File: src/rtl/l1_trig_pkg.sv
// Shared definitions for the L1 trigger Wishbone interconnect.
//   space_e  : subspace selected by the top two address bits
//   state_e  : router FSM states
//   rsp_e    : upstream response kind
//   req_t    : latched request fields forwarded downstream
//   resolve_rsp() : folds simultaneous slave responses, err > rty > ack
package l1_trig_pkg;

   localparam int ADR_W      = 15;
   localparam int SPACE_MSB  = 14;
   localparam int SPACE_LSB  = 13;
   localparam int LOCAL_W    = 13;
   localparam int SEL_W      = 4;
   localparam int NUM_SPACES = 4;

   typedef enum logic [1:0] {
      SP_THRESH  = 2'd0,
      SP_CONTROL = 2'd1,
      SP_AGC     = 2'd2,
      SP_BQ      = 2'd3
   } space_e;

   typedef enum logic [1:0] {
      ST_IDLE = 2'd0,
      ST_BUSY = 2'd1,
      ST_DONE = 2'd2
   } state_e;

   typedef enum logic [1:0] {
      RSP_ACK = 2'd0,
      RSP_ERR = 2'd1,
      RSP_RTY = 2'd2
   } rsp_e;

   typedef struct packed {
      logic               we;
      logic [LOCAL_W-1:0] adr;
      logic [SEL_W-1:0]   sel;
   } req_t;

   // Only called once some response bit is known to be set, so the
   // fall-through case is an ack.
   function automatic rsp_e resolve_rsp(input logic err, input logic rty);
      if (err)      return RSP_ERR;
      else if (rty) return RSP_RTY;
      else          return RSP_ACK;
   endfunction

endpackage

File: src/rtl/wb_timeout_counter.sv
// Cycle counter bounding how long the router waits on a downstream slave.
//   clk, rst_n : clock, asynchronous active-low reset
//   clr        : synchronous clear (held while not waiting)
//   en         : count enable
//   expired    : high on the TIMEOUT-th enabled cycle; never for TIMEOUT=0
module wb_timeout_counter #(
   parameter int TIMEOUT = 256
) (
   input  logic clk,
   input  logic rst_n,
   input  logic clr,
   input  logic en,
   output logic expired
);

   localparam int CW     = (TIMEOUT > 1) ? $clog2(TIMEOUT) : 1;
   localparam int LAST_I = (TIMEOUT > 0) ? TIMEOUT - 1 : 0;
   localparam logic [CW-1:0] LAST = LAST_I[CW-1:0];

   logic [CW-1:0] cnt_q;

   always_ff @(posedge clk or negedge rst_n) begin
      if (!rst_n)               cnt_q <= '0;
      else if (clr)             cnt_q <= '0;
      else if (en && !expired)  cnt_q <= cnt_q + 1'b1;
   end

   // Counter holds 0 on the first waiting cycle, so matching TIMEOUT-1
   // flags the TIMEOUT-th one.
   assign expired = (TIMEOUT != 0) && (cnt_q == LAST);

endmodule

File: src/rtl/l1_trigger_intercon.sv
// Wishbone 1-to-4 router for the L1 trigger register space.
//   wb_*       : upstream slave port (15-bit address, classic cycles)
//   clock_enabled_i : high when the gated subspaces are clocked
//   thresh_/control_/agc_/bq_ *_o : downstream master ports (13-bit address)
//   thresh_/control_/agc_/bq_ *_i : downstream responses and read data
// One access in flight. Accesses to a gated subspace whose clock is off
// are answered locally with GATED_RDATA; a silent slave is answered with
// err after TIMEOUT cycles, so the upstream bus can never hang.
module l1_trigger_intercon
   import l1_trig_pkg::*;
#(
   parameter int                    DATA_WIDTH  = 32,
   parameter logic [NUM_SPACES-1:0] GATED_MASK  = 4'b0011,
   parameter int                    TIMEOUT     = 256,
   parameter logic [DATA_WIDTH-1:0] GATED_RDATA = '0
) (
   input  logic                  wb_clk_i,
   input  logic                  wb_rst_ni,
   input  logic                  clock_enabled_i,
   input  logic                  wb_cyc_i,
   input  logic                  wb_stb_i,
   input  logic                  wb_we_i,
   input  logic [ADR_W-1:0]      wb_adr_i,
   input  logic [DATA_WIDTH-1:0] wb_dat_i,
   input  logic [SEL_W-1:0]      wb_sel_i,
   output logic                  wb_ack_o,
   output logic                  wb_err_o,
   output logic                  wb_rty_o,
   output logic [DATA_WIDTH-1:0] wb_dat_o,

   output logic                  thresh_cyc_o,
   output logic                  thresh_stb_o,
   output logic                  thresh_we_o,
   output logic [LOCAL_W-1:0]    thresh_adr_o,
   output logic [DATA_WIDTH-1:0] thresh_dat_o,
   output logic [SEL_W-1:0]      thresh_sel_o,
   input  logic                  thresh_ack_i,
   input  logic                  thresh_err_i,
   input  logic                  thresh_rty_i,
   input  logic [DATA_WIDTH-1:0] thresh_dat_i,

   output logic                  control_cyc_o,
   output logic                  control_stb_o,
   output logic                  control_we_o,
   output logic [LOCAL_W-1:0]    control_adr_o,
   output logic [DATA_WIDTH-1:0] control_dat_o,
   output logic [SEL_W-1:0]      control_sel_o,
   input  logic                  control_ack_i,
   input  logic                  control_err_i,
   input  logic                  control_rty_i,
   input  logic [DATA_WIDTH-1:0] control_dat_i,

   output logic                  agc_cyc_o,
   output logic                  agc_stb_o,
   output logic                  agc_we_o,
   output logic [LOCAL_W-1:0]    agc_adr_o,
   output logic [DATA_WIDTH-1:0] agc_dat_o,
   output logic [SEL_W-1:0]      agc_sel_o,
   input  logic                  agc_ack_i,
   input  logic                  agc_err_i,
   input  logic                  agc_rty_i,
   input  logic [DATA_WIDTH-1:0] agc_dat_i,

   output logic                  bq_cyc_o,
   output logic                  bq_stb_o,
   output logic                  bq_we_o,
   output logic [LOCAL_W-1:0]    bq_adr_o,
   output logic [DATA_WIDTH-1:0] bq_dat_o,
   output logic [SEL_W-1:0]      bq_sel_o,
   input  logic                  bq_ack_i,
   input  logic                  bq_err_i,
   input  logic                  bq_rty_i,
   input  logic [DATA_WIDTH-1:0] bq_dat_i
);

   // Downstream responses gathered into vectors indexed by space_e.
   logic [NUM_SPACES-1:0]                 s_ack, s_err, s_rty;
   logic [NUM_SPACES-1:0][DATA_WIDTH-1:0] s_dat;

   assign s_ack = {bq_ack_i, agc_ack_i, control_ack_i, thresh_ack_i};
   assign s_err = {bq_err_i, agc_err_i, control_err_i, thresh_err_i};
   assign s_rty = {bq_rty_i, agc_rty_i, control_rty_i, thresh_rty_i};
   assign s_dat = {bq_dat_i, agc_dat_i, control_dat_i, thresh_dat_i};

   state_e                state_q, state_d;
   space_e                space_q;
   req_t                  req_q;
   logic [DATA_WIDTH-1:0] wdat_q;
   logic [NUM_SPACES-1:0] mst_q;   // one-hot cyc/stb of the active master
   logic                  ack_q, err_q, rty_q;
   logic [DATA_WIDTH-1:0] rdata_q;

   space_e space_in;
   logic   blocked, hit, tmo_expired;
   logic   accept, abort, take_rsp, take_tmo;

   assign space_in = space_e'(wb_adr_i[SPACE_MSB:SPACE_LSB]);
   assign blocked  = GATED_MASK[space_in] & ~clock_enabled_i;
   assign hit      = s_ack[space_q] | s_err[space_q] | s_rty[space_q];

   wb_timeout_counter #(.TIMEOUT(TIMEOUT)) u_tmo (
      .clk     (wb_clk_i),
      .rst_n   (wb_rst_ni),
      .clr     (state_q != ST_BUSY),
      .en      (state_q == ST_BUSY),
      .expired (tmo_expired)
   );

   always_ff @(posedge wb_clk_i or negedge wb_rst_ni) begin
      if (!wb_rst_ni) state_q <= ST_IDLE;
      else            state_q <= state_d;
   end

   // Abort outranks a same-cycle slave response: the master has gone away
   // and must not see a stray ack.
   always_comb begin
      state_d  = state_q;
      accept   = 1'b0;
      abort    = 1'b0;
      take_rsp = 1'b0;
      take_tmo = 1'b0;
      case (state_q)
         ST_IDLE: if (wb_cyc_i && wb_stb_i) begin
            accept  = 1'b1;
            state_d = blocked ? ST_DONE : ST_BUSY;
         end
         ST_BUSY: if (!wb_cyc_i) begin
            abort   = 1'b1;
            state_d = ST_IDLE;
         end else if (hit) begin
            take_rsp = 1'b1;
            state_d  = ST_DONE;
         end else if (tmo_expired) begin
            take_tmo = 1'b1;
            state_d  = ST_DONE;
         end
         ST_DONE: state_d = ST_IDLE;
         default: state_d = ST_IDLE;
      endcase
   end

   // Response flags are set on the edge entering DONE and cleared on every
   // other edge, which makes them single-cycle pulses aligned with DONE.
   always_ff @(posedge wb_clk_i or negedge wb_rst_ni) begin
      if (!wb_rst_ni) begin
         space_q <= SP_THRESH;
         req_q   <= '0;
         wdat_q  <= '0;
         mst_q   <= '0;
         ack_q   <= 1'b0;
         err_q   <= 1'b0;
         rty_q   <= 1'b0;
         rdata_q <= '0;
      end else begin
         ack_q <= 1'b0;
         err_q <= 1'b0;
         rty_q <= 1'b0;
         if (accept) begin
            space_q <= space_in;
            req_q   <= '{we: wb_we_i, adr: wb_adr_i[LOCAL_W-1:0], sel: wb_sel_i};
            wdat_q  <= wb_dat_i;
            if (blocked) begin
               ack_q   <= 1'b1;
               rdata_q <= GATED_RDATA;
            end else begin
               mst_q           <= '0;
               mst_q[space_in] <= 1'b1;
            end
         end
         if (abort) mst_q <= '0;
         if (take_rsp) begin
            mst_q   <= '0;
            rdata_q <= s_dat[space_q];
            case (resolve_rsp(s_err[space_q], s_rty[space_q]))
               RSP_ERR: err_q <= 1'b1;
               RSP_RTY: rty_q <= 1'b1;
               default: ack_q <= 1'b1;
            endcase
         end
         if (take_tmo) begin
            mst_q   <= '0;
            err_q   <= 1'b1;
            rdata_q <= '0;
         end
      end
   end

   assign wb_ack_o = ack_q;
   assign wb_err_o = err_q;
   assign wb_rty_o = rty_q;
   assign wb_dat_o = rdata_q;

   // Request fields fan out to every master; only cyc/stb is steered.
   assign thresh_cyc_o  = mst_q[SP_THRESH];
   assign thresh_stb_o  = mst_q[SP_THRESH];
   assign thresh_we_o   = req_q.we;
   assign thresh_adr_o  = req_q.adr;
   assign thresh_dat_o  = wdat_q;
   assign thresh_sel_o  = req_q.sel;

   assign control_cyc_o = mst_q[SP_CONTROL];
   assign control_stb_o = mst_q[SP_CONTROL];
   assign control_we_o  = req_q.we;
   assign control_adr_o = req_q.adr;
   assign control_dat_o = wdat_q;
   assign control_sel_o = req_q.sel;

   assign agc_cyc_o     = mst_q[SP_AGC];
   assign agc_stb_o     = mst_q[SP_AGC];
   assign agc_we_o      = req_q.we;
   assign agc_adr_o     = req_q.adr;
   assign agc_dat_o     = wdat_q;
   assign agc_sel_o     = req_q.sel;

   assign bq_cyc_o      = mst_q[SP_BQ];
   assign bq_stb_o      = mst_q[SP_BQ];
   assign bq_we_o       = req_q.we;
   assign bq_adr_o      = req_q.adr;
   assign bq_dat_o      = wdat_q;
   assign bq_sel_o      = req_q.sel;

endmodule

File: config.mk
export PLATFORM = sky130hd
export DESIGN_NAME = l1_trigger_intercon
export DESIGN_NICKNAME = d
export VERILOG_FILES = /design/src/rtl/l1_trig_pkg.sv /design/src/rtl/wb_timeout_counter.sv /design/src/rtl/l1_trigger_intercon.sv
export SDC_FILE = /design/constraint.sdc
export NUM_CORES = 1
export LEC_CHECK = 0
export ABC_AREA = 1
export CORE_AREA = 2 2 173 175
export CTS_BUF_LIST = sky130_fd_sc_hd__clkbuf_4 sky130_fd_sc_hd__clkbuf_8
export DETAILED_ROUTE_END_ITERATION = 8
export DIE_AREA = 0 0 175 177
export HOLD_SLACK_MARGIN = 0.12
export RECOVER_POWER = 100
export SETUP_SLACK_MARGIN = 0.3
export SLEW_MARGIN = 20
export SYNTH_ARGS = -nofsm -noshare
export SYNTH_HDL_FRONTEND = slang
export SYNTH_HIERARCHICAL = 1
export SYNTH_SLANG_ARGS = --single-unit
File: constraint.sdc
create_clock -name wb_clk_i -period 2.6 [get_ports wb_clk_i]
set_input_delay 0.65 -clock wb_clk_i [delete_from_list [all_inputs] [get_ports wb_clk_i]]
set_output_delay 0.65 -clock wb_clk_i [all_outputs]
set_load 0.05 [all_outputs]
==> implementation parameters <==
Parameter                              Value

Run status
  Status ... finished clean

GRT
  Maximum number of pins on one net before global-route repair ... 54
  Initial antenna violation count ... 0
  Gr usage total ... 0.146
  First-pass GRT wire length ... 34.8 mm
  Vias in the first global route ... 6089
  Sum of overflow across all layers after global routing ... 0

Critical path
  Cell chain of the critical path ... dlygate4sd3_1
  Worst reg2reg endpoint ... wb_dat_o[17]$_DFFE_PN0P_
  R2R Path Start ... state_q[1]$_DFFE_PN0P_
  Count of buffer and inverter cells on the critical path ... 1
  Setup Crit Path Kind ... reg2out
  Data required time of the worst path ... 1.95 ns
  Cell at the slowest stage of the critical path ... dlygate4sd3_1
  Type of element launching the critical path ... register
  CP max stage delay ... 0.89 ns
  Maximum fanout along the worst path ... 2
  Worst path arrival time ... 1.65 ns
  Crit end category ... output pin
  Reg-to-reg slack, setup ... 0.56 ns
  Number of cells traversed by the worst register-to-register path ... 7
  Cell family with the largest share of critical-path delay ... buffers and inverters

Route
  Antenna-violating nets left ... 0
  Number of remaining DRC errors ... 0
  DRT Wirelength ... 23.6 mm
  Avg WL per Cell ... 15.7 um
  Violation count after the first detailed-route iteration ... 252
  Via density ... 4.24
  Total iterations of the first detailed-routing run ... 4
  Detailed-route via count ... 6387

Floorplan
  Effective utilization at floorplan ... 0.218
  Die width ... 175 um
  Placeable core region ... 29200 um^2
  Number of placement rows ... 63
  Count of boundary I/O pins ... 440
  Die height ... 177 um
  Die area ... 31000 um^2

Clock tree
  Clock Pin Slew Worst Setup and Hold Paths ... 0.10 ns
  Sinks on the clock net ... 101
  Maximum clock path buffer count ... 2
  H-tree lvl count ... 3
  Cts bufs inserted ... 9
  TritonCTS clock tree ... built
  Cell chosen for the clock root ... clkbuf_8
  Skew-Pair Late Insertion Delay ... 0.38 ns

Timing
  Unrepaired setup endpoints after global routing ... false
  Hold Fails Final Rpt ... 0
  Final setup fails ... 0
  Max Freq ... 435 MHz
  Actual slew at the worst max-slew pin ... 1.08 ns
  Max-Slew Margin vs Limit ... 0.279
  Count of final max-slew check failures ... 0
  Total negative slack ... 0 ns
  Final setup skew ... 0.0155 ns
  Final period util ... 0.885
  Shortest period the worst path allows ... 2.30 ns

Layout
  Cell area after layout ... 9810 um^2
  Relative area change from synthesis to final layout ... 54.2%
  Nets ... 1308
  Layout cells sized above 1 ... 0.0404
  Post-route core utilization ... 0.336
  Antenna diode instance count ... 0
  Filler instances ... 3194

Synth
  Sequential cell area fraction in the yosys report ... 0.397
  Number of distinct library cell variants in the gate-level netlist after synthesis ... 29
  Cell Area, Synth ... 6360 um^2
  Biggest area contributors in the synthesized netlist ... dfrtp_1, buf_4, nand2_1, o21ai_0, nor2_1
  Share of the synthesized area in the top cell type ... 0.397
  Cell type with the highest aggregate area in the netlist ... dfrtp_1
  Cells after Synth ... 843
  Syn_nets ... 1041
  Total of warnings raised by yosys ... 6
  Synthesized area divided by synthesized cell count ... 7.55 um^2
  Count of state elements after synthesis ... 101

Job
  Max-capacitance violation count ... 0

Pwr
  Worst ir drop on vdd ... 0.000275 V
  Leakage power of the design ... 4.94 nW
  Total power divided by cell area ... 909 nW/um^2

Place
  Routability congestion estimate from global placement ... 0.820
  I/O Buffers ... 439
  DP Area ... 9980 um^2
  Total half-perimeter wirelength after legalization and detailed placement ... 18.7 mm

Min path
  Hold worst-path end ... u_tmo/cnt_q[4]$_DFFE_PN0P_
  Hold path startpoint ... u_tmo/cnt_q[4]$_DFFE_PN0P_
  Worst min-delay path category ... reg2reg
  Cell depth of the worst min-delay path ... 2
==> layout by cell type (no fill, tap or decap), drive strengths merged, types with 18 or more instances in the layout <==
cell type        n
dlygate4sd3     23
nor2            85
clkbuf          27
nand3           18
nand2          271
dfrtp          101
dlygate4sd2    207
o21ai           69
o22ai           33
clkdlybuf4s50  194
nand4           34
inv             27
==> power by group <==
group,switching (mW),internal [mW]
clock network,0.633,0.462
logic,4.12,1.38
registers,0.398,1.93
==> layer usage <==
layer	vias to the layer above	track usage	routed length, um
met5	-	0	0
met1	2965	0.157	8840
li1	3093	-	-
met2	311	0.282	12500
met3	18	0.0331	1900
met4	0	0.0406	341
==> per-stage QoR <==
stage | hold WS (ns) | setup slack [ns] | power (mW) | std cells
3_3_place_gp | 0.480 | 0.318 | 8.53 | 1488
6_report | 0.520 | 0.300 | 8.92 | 1505
2_1_floorplan | 0.354 | 1.01 | 6.80 | 843
5_1_grt | 0.554 | 0.160 | 9.38 | 1505
3_5_place_dp | 0.489 | 0.283 | 8.54 | 1488
4_1_cts | 0.515 | 0.301 | 9.20 | 1505
==> layout make-up <==
cell class              instances  area (um^2)  share of cell area
repair buffers                455         4180               0.426
flip-flops and latches        101         2530               0.258
multi-input cells             518         2310               0.235
well taps                     390          488              0.0497
clock buffers                   9          124              0.0126
inverters                      25          100              0.0102
clock inverters                 7         81.3             0.00829
==> synth_stat cells (all sizes together) <==
master and number:
o21ai 69, nand2 271, buf 176, clkinv 2, nor2 85, xor2 1, a21oi 3, o22ai 33
ha 1, nand3 18, clkbuf 23, nor3 2, nand4 34, o31ai 1, inv 23, dfrtp 101
==> how the worst max path moves through the flow <==
stage / start / endpoint / slack, ns / depth (start not counted)
floorplan: agc_adr_o[0]$_DFFE_PN0P_ / bq_adr_o[0] / 1.01 / 1
global placement: wb_cyc_i / wb_dat_o[9]$_DFFE_PN0P_ / 0.32 / 7
detailed placement: wb_cyc_i / wb_dat_o[0]$_DFFE_PN0P_ / 0.28 / 7
CTS: agc_adr_o[0]$_DFFE_PN0P_ / thresh_adr_o[0] / 0.30 / 1
global route: wb_cyc_i / wb_dat_o[15]$_DFFE_PN0P_ / 0.16 / 7
finish: wb_dat_o[8]$_DFFE_PN0P_ / wb_dat_o[8] / 0.30 / 1
==> state kept, by name, indices dropped and copies added (netlist names), 2 cells and up <==
register / cells
agc_adr_o: 13
agc_dat_o: 32
agc_sel_o: 4
mst_q: 4
space_q: 2
state_q: 2
u_tmo/cnt_q: 8
wb_dat_o: 32
==> timing repair <==
action,4_1_cts,5_1_grt
hold buffers,1,0
hold endpoints to repair,9,0
resized for setup,207,15
endpoints found under the setup margin,213,15
buffers inserted,0,0
==> cell families after synthesis <==
| group | Yosys count | share of synthesized area |
|---|---|---|
| xor gates and xnor gates | 1 | 0.00138 |
| adders and majority gates | 1 | 0.00197 |
| and+or+nand+nor | 410 | 0.271 |
| AOI/OAI and AO/OA | 106 | 0.0902 |
| DFF | 101 | 0.397 |
| buffers and inverters | 224 | 0.238 |
Note: power is estimated with default switching activity, not from simulation.
